[config.mk]
export PLATFORM = sky130hd
export DESIGN_NAME = prefetch_fetch_unit_flat
export DESIGN_NICKNAME = d
export VERILOG_FILES = /design/src/rtl/fetch_pkg.sv /design/src/rtl/prefetch_fetch_unit_if.sv /design/src/rtl/fetch_queue.sv /design/src/rtl/prefetch_fetch_unit.sv /design/src/flat_wrapper.sv
export SDC_FILE = /design/constraint.sdc
export NUM_CORES = 1
export LEC_CHECK = 0
export CORE_UTILIZATION = 55
export CTS_BUF_LIST = sky130_fd_sc_hd__clkbuf_4 sky130_fd_sc_hd__clkbuf_8 sky130_fd_sc_hd__clkbuf_16
export DETAILED_ROUTE_END_ITERATION = 8
export DONT_BUFFER_PORTS = 1
export GPL_ROUTABILITY_DRIVEN = 0
export PLACE_DENSITY = 0.76
export SLEW_MARGIN = 40
export SYNTH_ARGS = -nofsm -noshare
export SYNTH_HDL_FRONTEND = slang
export SYNTH_SLANG_ARGS = --single-unit
[constraint.sdc]
create_clock -name clock -period 4 [get_ports clock]
set_input_delay 0.4 -clock clock [delete_from_list [all_inputs] [get_ports clock]]
set_output_delay 0.4 -clock clock [all_outputs]
set_load 0.02 [all_outputs]
[src/rtl/fetch_pkg.sv]
// Shared types and constants for the prefetching fetch stage.
`ifndef ADDRESS_SIZE
`define ADDRESS_SIZE 16
`endif
`ifndef INSTRUCTION_SIZE
`define INSTRUCTION_SIZE 32
`endif

package fetch_pkg;

    localparam int DEF_ADDR_W  = `ADDRESS_SIZE;
    localparam int DEF_INSTR_W = `INSTRUCTION_SIZE;

    localparam logic [DEF_INSTR_W-1:0] NOP = '0;

    typedef enum logic [1:0] {
        IDLE,
        WAIT,
        DROP,
        HALTED
    } fetch_state_t;

    // Queue entries are {pc, instruction}.
    function automatic int entry_w(input int addr_w, input int instr_w);
        return addr_w + instr_w;
    endfunction

endpackage

[src/rtl/prefetch_fetch_unit_if.sv]
// Program-memory request/acknowledge bus between fetch and memory.
interface prefetch_fetch_unit_if
    import fetch_pkg::*;
#(
    parameter int ADDR_W  = DEF_ADDR_W,
    parameter int INSTR_W = DEF_INSTR_W
) ();

    logic               mem_req;
    logic [ADDR_W-1:0]  pc;
    logic [INSTR_W-1:0] instruction;
    logic               mem_ack;

    modport master (
        output mem_req,
        output pc,
        input  instruction,
        input  mem_ack
    );

    modport slave (
        input  mem_req,
        input  pc,
        output instruction,
        output mem_ack
    );

endinterface

[src/rtl/fetch_queue.sv]
// Synchronous FIFO with push, pop, flush and occupancy count.
module fetch_queue #(
    parameter int DEPTH = 4,
    parameter int WIDTH = 8
) (
    input  logic                       clock,
    input  logic                       reset,
    input  logic                       push,
    input  logic                       pop,
    input  logic                       flush,
    input  logic [WIDTH-1:0]           data_in,
    output logic [WIDTH-1:0]           data_out,
    output logic [$clog2(DEPTH+1)-1:0] count,
    output logic                       empty
);

    localparam int PTR_W = $clog2(DEPTH);
    localparam int CNT_W = $clog2(DEPTH+1);

    logic [WIDTH-1:0] slots [DEPTH];
    logic [PTR_W-1:0] rd_ptr;
    logic [PTR_W-1:0] wr_ptr;
    logic             full;
    logic             do_push;
    logic             do_pop;

    assign empty    = (count == '0);
    assign full     = (count == CNT_W'(DEPTH));
    assign do_pop   = pop && !empty;
    // A full queue still accepts a push when the head leaves this cycle.
    assign do_push  = push && (!full || do_pop);
    assign data_out = slots[rd_ptr];

    always_ff @(posedge clock) begin
        if (do_push && !flush)
            slots[wr_ptr] <= data_in;
    end

    always_ff @(posedge clock or negedge reset) begin
        if (!reset) begin
            rd_ptr <= '0;
            wr_ptr <= '0;
            count  <= '0;
        end else if (flush) begin
            rd_ptr <= '0;
            wr_ptr <= '0;
            count  <= '0;
        end else begin
            if (do_push)
                wr_ptr <= wr_ptr + 1'b1;
            if (do_pop)
                rd_ptr <= rd_ptr + 1'b1;
            count <= count + CNT_W'(do_push) - CNT_W'(do_pop);
        end
    end

endmodule

[src/rtl/prefetch_fetch_unit.sv]
// Fetch stage: request FSM feeding a DEPTH-entry prefetch queue.
// Define FETCH_BYPASS_EN to forward an ack straight out when the queue is empty.
module prefetch_fetch_unit
    import fetch_pkg::*;
#(
    parameter int                ADDR_W   = DEF_ADDR_W,
    parameter int                INSTR_W  = DEF_INSTR_W,
    parameter int                DEPTH    = 4,
    parameter logic [ADDR_W-1:0] RESET_PC = '0
) (
    input  logic                       clock,
    input  logic                       reset,
    input  logic                       halt,
    input  logic                       jump,
    input  logic [ADDR_W-1:0]          jump_pc,
    input  logic                       stall,
    prefetch_fetch_unit_if.master      mem,
    output logic [INSTR_W-1:0]         instruction_out,
    output logic [ADDR_W-1:0]          out_pc,
    output logic                       out_valid,
    output logic [$clog2(DEPTH+1)-1:0] count
);

    localparam int CNT_W   = $clog2(DEPTH+1);
    localparam int ENTRY_W = entry_w(ADDR_W, INSTR_W);

    fetch_state_t       state;
    logic [ADDR_W-1:0]  fetch_pc;
    logic               halted;
    logic               ack_take;
    logic               bypass;
    logic               head_valid;
    logic               push;
    logic               pop;
    logic               flush;
    logic               q_empty;
    logic [ENTRY_W-1:0] q_head;
    logic [CNT_W:0]     count_after;

    assign ack_take   = (state == WAIT) && mem.mem_ack && !jump && !halt;
    assign flush      = jump || halt;
    assign head_valid = !q_empty;

`ifdef FETCH_BYPASS_EN
    assign bypass = ack_take && q_empty;
`else
    assign bypass = 1'b0;
`endif

    assign pop  = head_valid && !stall && !flush;
    // A bypassed word that is consumed right away never enters the queue.
    assign push = ack_take && !(bypass && !stall);

    assign count_after = {1'b0, count}
                       + {{CNT_W{1'b0}}, push}
                       - {{CNT_W{1'b0}}, pop};

    assign mem.mem_req = (state == WAIT) || (state == DROP);
    assign mem.pc      = fetch_pc;

    fetch_queue #(
        .DEPTH (DEPTH),
        .WIDTH (ENTRY_W)
    ) u_queue (
        .clock    (clock),
        .reset    (reset),
        .push     (push),
        .pop      (pop),
        .flush    (flush),
        .data_in  ({fetch_pc, mem.instruction}),
        .data_out (q_head),
        .count    (count),
        .empty    (q_empty)
    );

    always_comb begin
        out_valid       = head_valid || bypass;
        out_pc          = '0;
        instruction_out = INSTR_W'(NOP);
        if (head_valid) begin
            {out_pc, instruction_out} = q_head;
        end else if (bypass) begin
            out_pc          = fetch_pc;
            instruction_out = mem.instruction;
        end
    end

    always_ff @(posedge clock or negedge reset) begin
        if (!reset) begin
            state    <= IDLE;
            fetch_pc <= RESET_PC;
            halted   <= 1'b0;
        end else begin
            if (halt)
                halted <= 1'b1;
            else if (jump && !halted)
                fetch_pc <= jump_pc;
            else if (ack_take)
                fetch_pc <= fetch_pc + 1'b1;

            unique case (state)
                IDLE: begin
                    if (halt)
                        state <= HALTED;
                    else if (jump)
                        state <= WAIT;
                    else if (!halted && count < CNT_W'(DEPTH))
                        state <= WAIT;
                end
                WAIT: begin
                    if (halt || jump) begin
                        if (!mem.mem_ack)
                            state <= DROP;
                        else
                            state <= halt ? HALTED : WAIT;
                    end else if (mem.mem_ack) begin
                        state <= (count_after < (CNT_W+1)'(DEPTH))
                                 ? WAIT : IDLE;
                    end
                end
                // Stale response still owed; a jump only retargets fetch_pc.
                DROP: begin
                    if (mem.mem_ack)
                        state <= (halt || halted) ? HALTED : WAIT;
                end
                HALTED: state <= HALTED;
            endcase
        end
    end

endmodule

[src/flat_wrapper.sv]
// flat-port wrapper written by rule: the top's interface ports become plain ports
module prefetch_fetch_unit_flat import fetch_pkg::*;
#(
    parameter int                ADDR_W   = DEF_ADDR_W,
    parameter int                INSTR_W  = DEF_INSTR_W,
    parameter int                DEPTH    = 4,
    parameter logic [ADDR_W-1:0] RESET_PC = '0
)
  (clock, reset, halt, jump, jump_pc, stall, instruction_out, out_pc, out_valid, count, mem_mem_req, mem_pc, mem_instruction, mem_mem_ack);
  prefetch_fetch_unit_if #(.ADDR_W(ADDR_W), .INSTR_W(INSTR_W)) mem_i ();
  input  logic clock;
  input  logic reset;
  input  logic halt;
  input  logic jump;
  input  logic [ADDR_W-1:0] jump_pc;
  input  logic stall;
  output logic [INSTR_W-1:0] instruction_out;
  output logic [ADDR_W-1:0] out_pc;
  output logic out_valid;
  output logic [$clog2(DEPTH+1)-1:0] count;
  output wire logic [$bits(mem_i.mem_req)-1:0] mem_mem_req;
  output wire logic [$bits(mem_i.pc)-1:0] mem_pc;
  input wire logic [$bits(mem_i.instruction)-1:0] mem_instruction;
  input wire logic [$bits(mem_i.mem_ack)-1:0] mem_mem_ack;
  assign mem_mem_req = mem_i.mem_req;
  assign mem_pc = mem_i.pc;
  assign mem_i.instruction = mem_instruction;
  assign mem_i.mem_ack = mem_mem_ack;
  prefetch_fetch_unit #(.ADDR_W(ADDR_W), .INSTR_W(INSTR_W), .DEPTH(DEPTH), .RESET_PC(RESET_PC)) u_core (.clock(clock), .reset(reset), .halt(halt), .jump(jump), .jump_pc(jump_pc), .stall(stall), .mem(mem_i), .instruction_out(instruction_out), .out_pc(out_pc), .out_valid(out_valid), .count(count));
endmodule
# Yosys cells after proc, flatten, opt, wreduce, memory -nomap -nowiden
# Memory sizes are Yosys's and may differ from the RTL's.
# Index checks and enable logic that the tools add are counted.
[word_totals]
inputBits = 54
ff_bits = 26
n_memories = 1
ram_bits = 192
[mem_list]
columns = ["name", "words", "width", "rd", "rd_clocked_by_memory_dff", "wr", "line", "text"]
rows = [
  ["u_core.u_queue.slots", 4, 48, 1, 0, 1, "fetch_queue.sv:20", "logic [WIDTH-1:0] slots [DEPTH];"],
]
[op_classes]
n_reduce_logical = 28
n_bitwise = 1
n_lt_le_gt_ge = 2
addsub = 7
muxes = 22
n_eq_ne = 7
[op_table]
columns = ["cell", "n"]
rows = [
  ["two-way mux 16 bit", 3],
  ["two-way mux 32 bit", 1],
  ["two-way mux 2 bit", 13],
  ["adder 16 x 1 -> 16 bit, second input constant", 1],
  ["logical AND 1 bit", 10],
  ["case mux 2 bit (4 select lines)", 1],
  ["logical NOT 1 bit", 7],
  ["nonzero test 2 bit", 3],
  ["adder 2 x 1 -> 2 bit, second input constant", 2],
  ["adder 3 x 1 -> 4 bit", 1],
  ["equality test 2 bit, second input constant", 2],
  ["logical OR 1 bit", 4],
  ["< comparator 4 x 3 -> 1 bit, second input constant", 1],
  ["!= test 4 x 3 -> 1 bit, second input constant", 1],
  ["subtractor 4 x 1 -> 4 bit", 1],
  ["adder 3 x 1 -> 3 bit", 1],
  ["equality test 3 bit, second input constant", 1],
  ["logical NOT 3 bit", 1],
  ["< comparator 3 bit, second input constant", 1],
  ["two-way mux 1 bit", 3],
  ["two-way mux 3 bit", 1],
  ["!= test 3 x 2 -> 1 bit, second input constant", 1],
  ["AND reduction 3 bit", 1],
  ["subtractor 3 x 1 -> 3 bit", 1],
  ["other kinds (5)", 5],
]

# Logic depth before layout (Yosys ltp)
# Gate-level depths: netlist (run 1).
[logic_depth]
word_depth = 11
mapped_depth = 11

# Cells and area by module
# Synthesis (run 1) repeated with hierarchy kept, for this count alone.
[hier_totals]
cells_unflattened = 522
area_unflattened_um2 = 9293.9
[modules_own_cells]
columns = ["module", "cells_per_inst", "area_each_um2", "instances"]
rows = [
  ["fetch_queue", 298, 7569.8, 1],
  ["prefetch_fetch_unit", 224, 1724.2, 1],
]

# Worst setup path after synthesis (run 1)
# OpenSTA, ideal clock, no wires.
[synth_path]
path_type = "reg-to-reg"
startpoint = "reg u_core.state[1]"
endpoint = "mem u_core.u_queue.slots[0][0] (netlist bit), enable pin"
n_path_buf = 0
stages_incl_launch_ff = 6
arrival_time_ps = 2450
required_time_ps = 3590
setup_time_ps = 410
period_less_slack_ps = 2860
setup_slack_ps = 1140
path_cell_list = "dfrtp_1 -> inv_1 -> ha_1 -> nand2_1 -> a311oi_4 -> and2_1"
[synth_between]
elab_chain_len = 8
[synth_rtl]
columns = ["element", "line", "text"]
rows = [
  ["start, declared", "prefetch_fetch_unit.sv:27", "fetch_state_t state;"],
  ["start signal, assigned", "prefetch_fetch_unit.sv:115", "state <= halt ? HALTED : WAIT;"],
  ["start signal, assigned", "prefetch_fetch_unit.sv:117", "state <= (count_after < (CNT_W+1)'(DEPTH))"],
  ["start signal, assigned", "prefetch_fetch_unit.sv:124", "state <= (halt || halted) ? HALTED : WAIT;"],
  ["equality test 2 x 1 -> 1 bit", "prefetch_fetch_unit.sv:40", "assign ack_take = (state == WAIT) && mem.mem_ack && !jump && !halt;"],
  ["logical AND 1 bit (3 in a row)", "prefetch_fetch_unit.sv:40", ""],
  ["logical AND 1 bit", "fetch_queue.sv:31", "assign do_push = push && (!full || do_pop);"],
  ["logical AND 1 bit", "fetch_queue.sv:35", "if (do_push && !flush)"],
  ["two-way mux 1 bit", "fetch_queue.sv:35", ""],
  ["two-way mux 1 bit (implied by the code)", "fetch_queue.sv:36", "slots[wr_ptr] <= data_in;"],
  ["end, declared", "fetch_queue.sv:20", ""],
]
# Every way passes these cells.

# Worst setup path after layout (run 1)
[layout_path]
startpoint = "reg u_core.state[1]"
endpoint = "mem u_core.u_queue.slots[0][21] (netlist bit), enable pin"
# Same word-level chain as after synthesis.

==> impl_summary.log, run 1 <==
INFO  metric cp_endpoint_kind = flip-flop
INFO  metric layout-drive-gt1-share = 18.92%
INFO  metric pre_cts_ws = 1.214 ns
INFO  metric port_buffers = 0
INFO  metric fillCellCount = 1106
INFO  metric multiInputGateArea = 2431 sq um
INFO  metric crit_fanout = 27
INFO  metric clock-sinks = 218
INFO  metric yosys.cell_types.count = 45
INFO  metric hold_wc_startpoint = jump_pc[0]
INFO  metric synth_top_area_share = 64.16%
INFO  metric status = complete, no violations
INFO  metric die_y = 129.8 microns
INFO  metric worst-setup-path-type = reg -> reg
INFO  metric cp.buffers_inverters = 2
INFO  metric vias = 4760
INFO  metric cts_tree = done
INFO  metric die-area = 16850 sq um
INFO  metric grt_remaining_overflow = 0
INFO  metric core_region_area = 15940 sq um
INFO  metric setup_ws_post_layout = 1.234 ns
INFO  metric max_slew_margin = 46.59%
INFO  metric clkTransAtPathRegs = 0.06 ns
INFO  metric fin_tns_setup = 0 ns
INFO  metric syn-instance-count = 516
INFO  metric place.detailed.hpwl = 10940 microns
INFO  metric final.setup_skew = 0.01388 ns
INFO  metric crit_path_start = u_core.state[1]
INFO  metric cts_max_path_buffers = 3
INFO  metric yosys.area.top_type = sky130_fd_sc_hd__edfxtp_1
INFO  metric cts_made_buffers = 23
INFO  metric cts.repair.resized = 0
INFO  metric drt.antenna.violating_nets = 0
INFO  metric route.final.wire_length = 17650 microns
INFO  metric ys_ff_latch = 218
INFO  metric drt-vias-per-instance = 6.010
INFO  metric antenna_violations_before_repair = 0
INFO  metric grt_first_pass_wirelength = 27080 microns
INFO  metric timing.critical_path.cells = inv_1 -> ha_1 -> nand2_1 -> a311oi_4 -> and2_2 -> buf_4
INFO  metric hold_path.class = in -> reg
INFO  metric p_leak = 3.344 nW
INFO  metric fmax = 361.5 MHz
INFO  metric layout.nets = 629
INFO  metric timing_hold_violations_final = 0
INFO  metric dr.pass1.iters = 5
INFO  metric routedWlPerCell = 22.29 microns
INFO  metric final_max_slew_viol_count = 0
INFO  metric htreeDepth = 1
INFO  metric critical-path-slowest-cell = sky130_fd_sc_hd__and2_2
INFO  metric finalCoreUtilization = 64.82%
INFO  metric timing.critical_path.max_delay_family = simple AND/OR/NAND/NOR gates
INFO  metric worst-endpoint-required = 4.19 ns
INFO  metric cp.arrival = 2.95 ns
INFO  metric yosysWarningCount = 0
INFO  metric initial_utilization = 56.36%
INFO  metric period_minus_slack = 2.766 ns
INFO  metric grt_start_max_net_pins = 51
INFO  metric synth_ff_type = sky130_fd_sc_hd__edfxtp_1
INFO  metric synth-edff-count = 192
INFO  metric pin_count = 123
INFO  metric netlist_top_cells_area = sky130_fd_sc_hd__edfxtp_1 64%, sky130_fd_sc_hd__mux4_2 12%, sky130_fd_sc_hd__dfrtp_1 7.2%
INFO  metric max-cap-violations = 0
INFO  metric antenna_cells_inserted = 0
INFO  metric number_of_drc_violations_after_detailed_routing_iteration_0 = 331
INFO  metric grt_pass1_vias = 4842
INFO  metric syn_area = 8986 sq um
INFO  metric fp-row-count = 46
INFO  metric p_per_area = 494.8 nW/um^2
INFO  metric layout-area-overhead-vs-synth = 15.00%
INFO  metric layout_worst_path_cycle_share = 69.16%
INFO  metric r2r-start = u_core.state[1]
INFO  metric synth-seq-area-share = 71.40%
INFO  metric detailed_route_drc_error_count = 0
INFO  metric clockRootBuffer = sky130_fd_sc_hd__clkbuf_16
INFO  metric ff_latch_area = 6424 sq um
INFO  metric tightest_slew = 0.7994 ns
INFO  metric critPathLaunchType = flip-flop
INFO  metric synth_async_sr_flop_share = 11.93%
INFO  metric buffers_inserted_by_post_cts_timing_repair = 0
INFO  metric die_width = 129.8 microns
INFO  metric worst_path_largest_cell_delay = 0.71 ns
INFO  metric finalSetupViolCount = 0
INFO  metric worst_skew_pair.late_latency = 0.50 ns
INFO  metric grt_setup_unrepaired = false
INFO  metric grtUsageTotal = 21.65%
INFO  metric power.ir.vdd_worst = 0.0003884 V
INFO  metric syn_nets = 584
INFO  metric average_instance_area_after_synthesis = 17.41 sq um
per-layer routing:
| metal | wire length [microns] | vias to the layer above | part of all wire, % | GRT usage [%] |
|---|---|---|---|---|
| met5 | 0 | - | 0 | 0 |
| met4 | 277 | 0 | 1.6 | 5.540 |
| met3 | 1492 | 31 | 8.5 | 5.822 |
| met2 | 8727 | 197 | 49 | 35.39 |
| met1 | 7155 | 2432 | 41 | 29.21 |
| li1 | - | 2100 | - | - |
placed cells by master, fill, tap and decap left out, drive strengths merged, types with 3 or more instances in the layout:
master       instances
o22ai                5
nand4                3
xnor2                4
nand2               21
nor2                18
or2                  3
nand3                9
xor2                 3
clkinv               7
mux4                48
a2bb2oi              3
o21ai               19
ha                  13
edfxtp             192
dfrtp               26
nor4                 3
inv                 15
and2                 5
nor3                 5
clkbuf              32
buf                 11
a21oi               26
and3                 3
dlygate4sd3         33
nor2b               50
area by class of cell:
type / count / share of cell area (%)
flip-flops and latches: 218 / 62.16
multi-input cells: 260 / 23.53
clock buffers: 32 / 6.526
repair buffers: 44 / 4.238
well taps: 216 / 2.615
inverters: 14 / 0.5085
clock inverters: 8 / 0.4238
final timing paths:
kind	endpoint	slack [ns]	depth (start not counted)
max	u_core.u_queue.slots[0][21]	1.23	6
min	u_core.mem.pc[0]	0.04	2
max reg2reg	u_core.u_queue.slots[0][21]	1.23	6
min reg2reg	u_core.halted	0.53	1
max in group asynchronous	u_core.u_queue.rd_ptr[0]	3.49	2
min in group asynchronous	u_core.mem.pc[14]	0.32	2
metrics by stage:
| step | instances | instance area (sq um) | power [mW] | hold WS, ns |
|---|---|---|---|---|
| final | 792 | 10330 | 5.113 | 0.04355 |
| after global routing | 792 | 10330 | 5.298 | 0.01441 |
| after CTS | 792 | 10330 | 5.148 | 0.01632 |
| after detailed placement | 718 | 9265 | 3.118 | 0.1052 |
| after global placement | 717 | 9240 | 3.089 | 0.1051 |
| after floorplan | 516 | 8986 | 2.999 | 0.1044 |
report_power, final:
part | internal (mW) | switching (mW)
sequential | 2.58 | 0.169
combinational | 0.154 | 0.213
clock | 1.17 | 0.820
sequential cells by signal (all words and copies together), names as in the netlist:
name / cells
u_core.mem.pc: 16
u_core.state: 2
u_core.u_queue.slots: 192
u_core.u_queue.count: 3
u_core.u_queue.rd_ptr: 2
u_core.u_queue.wr_ptr: 2
u_core.halted: 1
timing repair:
| action | CTS | global route |
|---|---|---|
| endpoints found under the hold margin | 154 | 0 |
| hold buffers | 34 | 0 |
| endpoints found under the setup margin | 0 | 0 |
synth_stat cells (all sizes together), types with 2 or more instances:
cell,number
clkbuf,15
ha,13
and2,5
xnor2,4
or2,3
o32ai,2
xor2,3
a21oi,26
o31ai,2
and3,3
a2bb2oi,3
inv,14
buf,9
nand3,9
nor3,5
nand2,21
o22ai,5
dfrtp,26
o21ai,19
nor4,3
edfxtp,192
nor2b,50
mux4,48
nor2,18
nand4,3
cells by family after synthesis:
logic type	Yosys count	synth area share, %
adder cells (fa/ha/maj)	14	2.033
flip-flops	218	71.40
XOR/XNOR	7	0.6823
buffers and inverters	38	1.699
multiplexers	48	12.03
AND/OR/NAND/NOR	126	7.728
AO/OA/AOI/OAI	65	4.428
(Power assumes the default switching activity.)
==> run 2: changes to the inputs <==
- ABC_AREA: not set -> 1
- clock period: 4 -> 2.77 ns (I/O delays scaled with it)
==> run 2 against run 1 <==
Net effect: die area is 3.4% higher; synthesized area is 3.5% higher; register-to-register slack worse by 0.84 ns; sequential power is 54% higher; highest routed layer unchanged; clock-buffer cell count stayed put; sequential cell count stayed put; worst hold slack worse by 0.027 ns; utilization is 2.6 points higher; clock skew is 0.0060 ns lower; first-iteration DRC count is 44% higher; wire length is 12% higher.
==> impl_summary.log, run 2 <==
INFO  metric status = complete, no violations
INFO  metric critPathLaunchType = flip-flop
INFO  metric cp.buffers_inverters = 3 (+1)
INFO  metric p_per_area = 711.5 nW/um^2 (+44%)
INFO  metric layout-drive-gt1-share = 14.06% (-4.9 points)
INFO  metric met1Wirelength = 8320 microns (+16%)
INFO  metric average_instance_area_after_synthesis = 11.20 sq um (-36%)
INFO  metric total_placed_cells_including_tap_cells = 1070 (+49%)
INFO  metric syn_area = 9296 sq um (+3.5%)
INFO  metric yosysWarningCount = 0 (unchanged)
INFO  metric synth-seq-area-share = 69.02% (-2.4 points)
INFO  metric clkTransAtPathRegs = 0.06 ns (about the same)
INFO  metric yosys.cell_types.count = 38 (-16%)
INFO  metric pre_cts_ws = 0.3954 ns (-0.8184 ns)
INFO  metric synth_ff_type = sky130_fd_sc_hd__edfxtp_1
INFO  metric timing.critical_path.cells = inv_2 -> buf_12 -> o21ai_0 -> a21oi_1 -> buf_4
INFO  metric finalSetupViolCount = 0 (unchanged)
INFO  metric grt_setup_unrepaired = false
INFO  metric power.ir.vdd_worst = 0.0005667 V (+46%)
INFO  metric fillCellCount = 1133 (+2.4%)
INFO  metric dr.pass1.iters = 5 (unchanged)
INFO  metric core_region_area = 16520 sq um (+3.6%)
INFO  metric initial_utilization = 56.26% (-0.11 points)
INFO  metric clock-sinks = 218 (unchanged)
INFO  metric synth-edff-count = 192 (unchanged)
INFO  metric die_y = 132.0 microns (+1.7%)
INFO  metric fmax = 381.3 MHz
INFO  metric antenna_violations_before_repair = 0 (unchanged)
INFO  metric timing_hold_violations_final = 0 (unchanged)
INFO  metric cp_endpoint_kind = primary output
INFO  metric tightest_slew = 0.5596 ns (-0.2398 ns)
INFO  metric synth.most_common_cell = sky130_fd_sc_hd__nor2_1
INFO  metric detailed_route_drc_error_count = 0 (unchanged)
INFO  metric grt_first_pass_wirelength = 31790 microns (+17%)
INFO  metric fin_tns_setup = 0 ns (unchanged)
INFO  metric yosys.area.top_type = sky130_fd_sc_hd__edfxtp_1
INFO  metric final.setup_skew = 0.007925 ns (-0.005950 ns)
INFO  metric number_of_drc_violations_after_detailed_routing_iteration_0 = 476 (+44%)
INFO  metric netlist_top_cells_area = sky130_fd_sc_hd__edfxtp_1 62%, sky130_fd_sc_hd__nor2_1 9.0%, sky130_fd_sc_hd__dfrtp_1 7.0%
INFO  metric finalPower = 7.929 mW (+55%)
INFO  metric worst_path_largest_cell_delay = 0.62 ns (-0.09 ns)
INFO  metric htreeDepth = 1 (unchanged)
INFO  metric grtUsageTotal = 23.11% (+1.5 points)
INFO  metric finalCoreUtilization = 67.44% (+2.6 points)
INFO  metric place.detailed.hpwl = 11650 microns (+6.5%)
INFO  metric timing.critical_path.max_delay_family = buffers and inverters
INFO  metric p_leak = 4.174 nW (+25%)
INFO  metric most-common-layout-cells = 218 x sky130_fd_sc_hd__nor2_1, 192 x sky130_fd_sc_hd__edfxtp_1, 119 x sky130_fd_sc_hd__o21ai_0
INFO  metric synth.top_cells.by_count = 222 x sky130_fd_sc_hd__nor2_1, 192 x sky130_fd_sc_hd__edfxtp_1, 119 x sky130_fd_sc_hd__o21ai_0
INFO  metric hold_wc_startpoint = stall
INFO  metric worst_skew_pair.late_latency = 0.49 ns (about the same)
INFO  metric route.final.wire_length = 19760 microns (+12%)
INFO  metric cts_made_buffers = 22 (-4.3%)
INFO  metric stdcell_area = 11140 sq um (+7.8%)
INFO  metric die_width = 132.0 microns (+1.7%)
INFO  metric max_slew_margin = 62.69% (+16 points)
INFO  metric drt-vias-per-instance = 5.563 (-7.4%)
INFO  metric layout.cells.most_common = sky130_fd_sc_hd__nor2_1
INFO  metric synth_top_area_share = 62.02% (-2.1 points)
INFO  metric layout.cells.non_filler = 1152 (+45%)
INFO  metric syn-instance-count = 830 (+61%)
INFO  metric die-area = 17430 sq um (+3.4%)
INFO  metric grt_start_max_net_pins = 85 (+67%)
INFO  metric grt_pass1_vias = 6266 (+29%)
INFO  metric synth_async_sr_flop_share = 11.93% (unchanged)
INFO  metric syn_nets = 898 (+54%)
INFO  metric grt_remaining_overflow = 0 (unchanged)
INFO  metric clockRootBuffer = sky130_fd_sc_hd__clkbuf_16
INFO  metric worst-setup-path-type = reg -> out
INFO  metric fp-row-count = 47 (+2.2%)
INFO  metric r2r-start = u_core.u_queue.count[1]
INFO  metric crit_fanout = 84 (+210%)
INFO  metric top_layer_used = met4
INFO  metric crit_path_start = u_core.u_queue.rd_ptr[0]
INFO  metric period_minus_slack = 2.623 ns
INFO  metric buffers_inserted_by_post_cts_timing_repair = 0 (unchanged)
INFO  metric met2_length = 9758 microns (+12%)
INFO  metric ys_ff_latch = 218 (unchanged)
INFO  metric worst-endpoint-required = 2.49 ns (-1.70 ns)
INFO  metric setup_ws_post_layout = 0.1471 ns (-1.087 ns)
INFO  metric routed_length_on_met3 = 1291 microns (-13%)
INFO  metric critical-path-slowest-cell = sky130_fd_sc_hd__dfrtp_4
INFO  metric final_max_slew_viol_count = 0 (unchanged)
INFO  metric layout_worst_path_cycle_share = 94.69%
INFO  metric largest_register_ffs = 192 (unchanged)
INFO  metric hold_path.class = in -> reg
INFO  metric cts_tree = done
INFO  metric layout-area-overhead-vs-synth = 19.88%
INFO  metric port_buffers = 0 (unchanged)
INFO  metric layout.nets = 986 (+57%)
INFO  metric routedWlPerCell = 17.15 microns (-23%)
INFO  metric top_register = u_core.u_queue.slots
INFO  metric pin_count = 123 (unchanged)
INFO  metric max-cap-violations = 0 (unchanged)
INFO  metric drt.antenna.violating_nets = 0 (unchanged)
INFO  metric antenna_cells_inserted = 0 (unchanged)
INFO  metric cp.arrival = 2.35 ns (-0.60 ns)
INFO  metric cts_max_path_buffers = 3 (unchanged)
INFO  metric vias = 6408 (+35%)
INFO  metric hold-worst-slack = 0.01623 ns (-0.02732 ns)
INFO  metric postPlaceCellArea = 9956 sq um (+7.5%)
-- run 2: cell types whose count changed after synthesis, moves of 24 or more --
| cell | change |
|---|---|
| sky130_fd_sc_hd__nor2_1 | +205 |
| sky130_fd_sc_hd__o21ai_0 | +100 |
| sky130_fd_sc_hd__nor2b_1 | -50 |
| sky130_fd_sc_hd__mux4_2 | -48 |
| sky130_fd_sc_hd__a21oi_1 | +36 |
| sky130_fd_sc_hd__inv_1 | +25 |
| sky130_fd_sc_hd__nand2_1 | +24 |
-- run 2: what timing repair did --
action                     4_1_cts  5_1_grt
hold endpoints to repair       166        0
hold buffers                    44        0
setup endpoints to repair        0        6
resized for setup                0        1
-- run 2: worst paths after layout --
path,end,cells after the start,slack (ns)
hold / removal,u_core.u_queue.rd_ptr[1],3,0.02
setup / recovery,out_pc[2],5,0.15
max in group asynchronous,u_core.u_queue.rd_ptr[0],2,2.37
setup reg to reg,u_core.u_queue.slots[1][10],7,0.39
min in group asynchronous,u_core.mem.pc[10],2,0.21
hold reg to reg,u_core.halted,2,0.56
-- run 2: area by class of cell --
type	instances	area [sq um]	area share, %
inverter	45	168.9	1.516
clock buffer	32	655.6	5.883
multi-input combinational	525	2562	22.99
tap	220	275.3	2.470
clock inverter	6	78.83	0.7073
timing repair buffer	106	982.2	8.813
sequential	218	6421	57.62
-- run 2: cells by family after synthesis --
kind of cell	count (synthesis)	share of synthesized area [%]
fa+ha+maj	14	1.965
xor+xnor	5	0.4710
simple gates	308	13.73
compound gates	198	11.08
buf+inv	87	3.742
flops	218	69.02
-- run 2: report_power, final --
| group | leakage, nW | internal (mW) | switching, mW |
|---|---|---|---|
| registers | 2.06 | 3.83 | 0.406 |
| logic | 1.74 | 0.299 | 0.429 |
| clock network | 0.372 | 1.82 | 1.14 |
| total | 4.17 | 5.96 | 1.97 |
-- run 2: per-layer routing --
layer	vias to the layer above	global-route usage [%]
met2	232	39.86
li1	3060	-
met3	32	3.768
met4	0	6.783
met1	3084	30.32
met5	-	0
-- run 2: tightest hold or removal path, delay by kind of cell --
kind	cells	cell delay (ns)
compound gates	1	0.07
simple gates	2	0.13
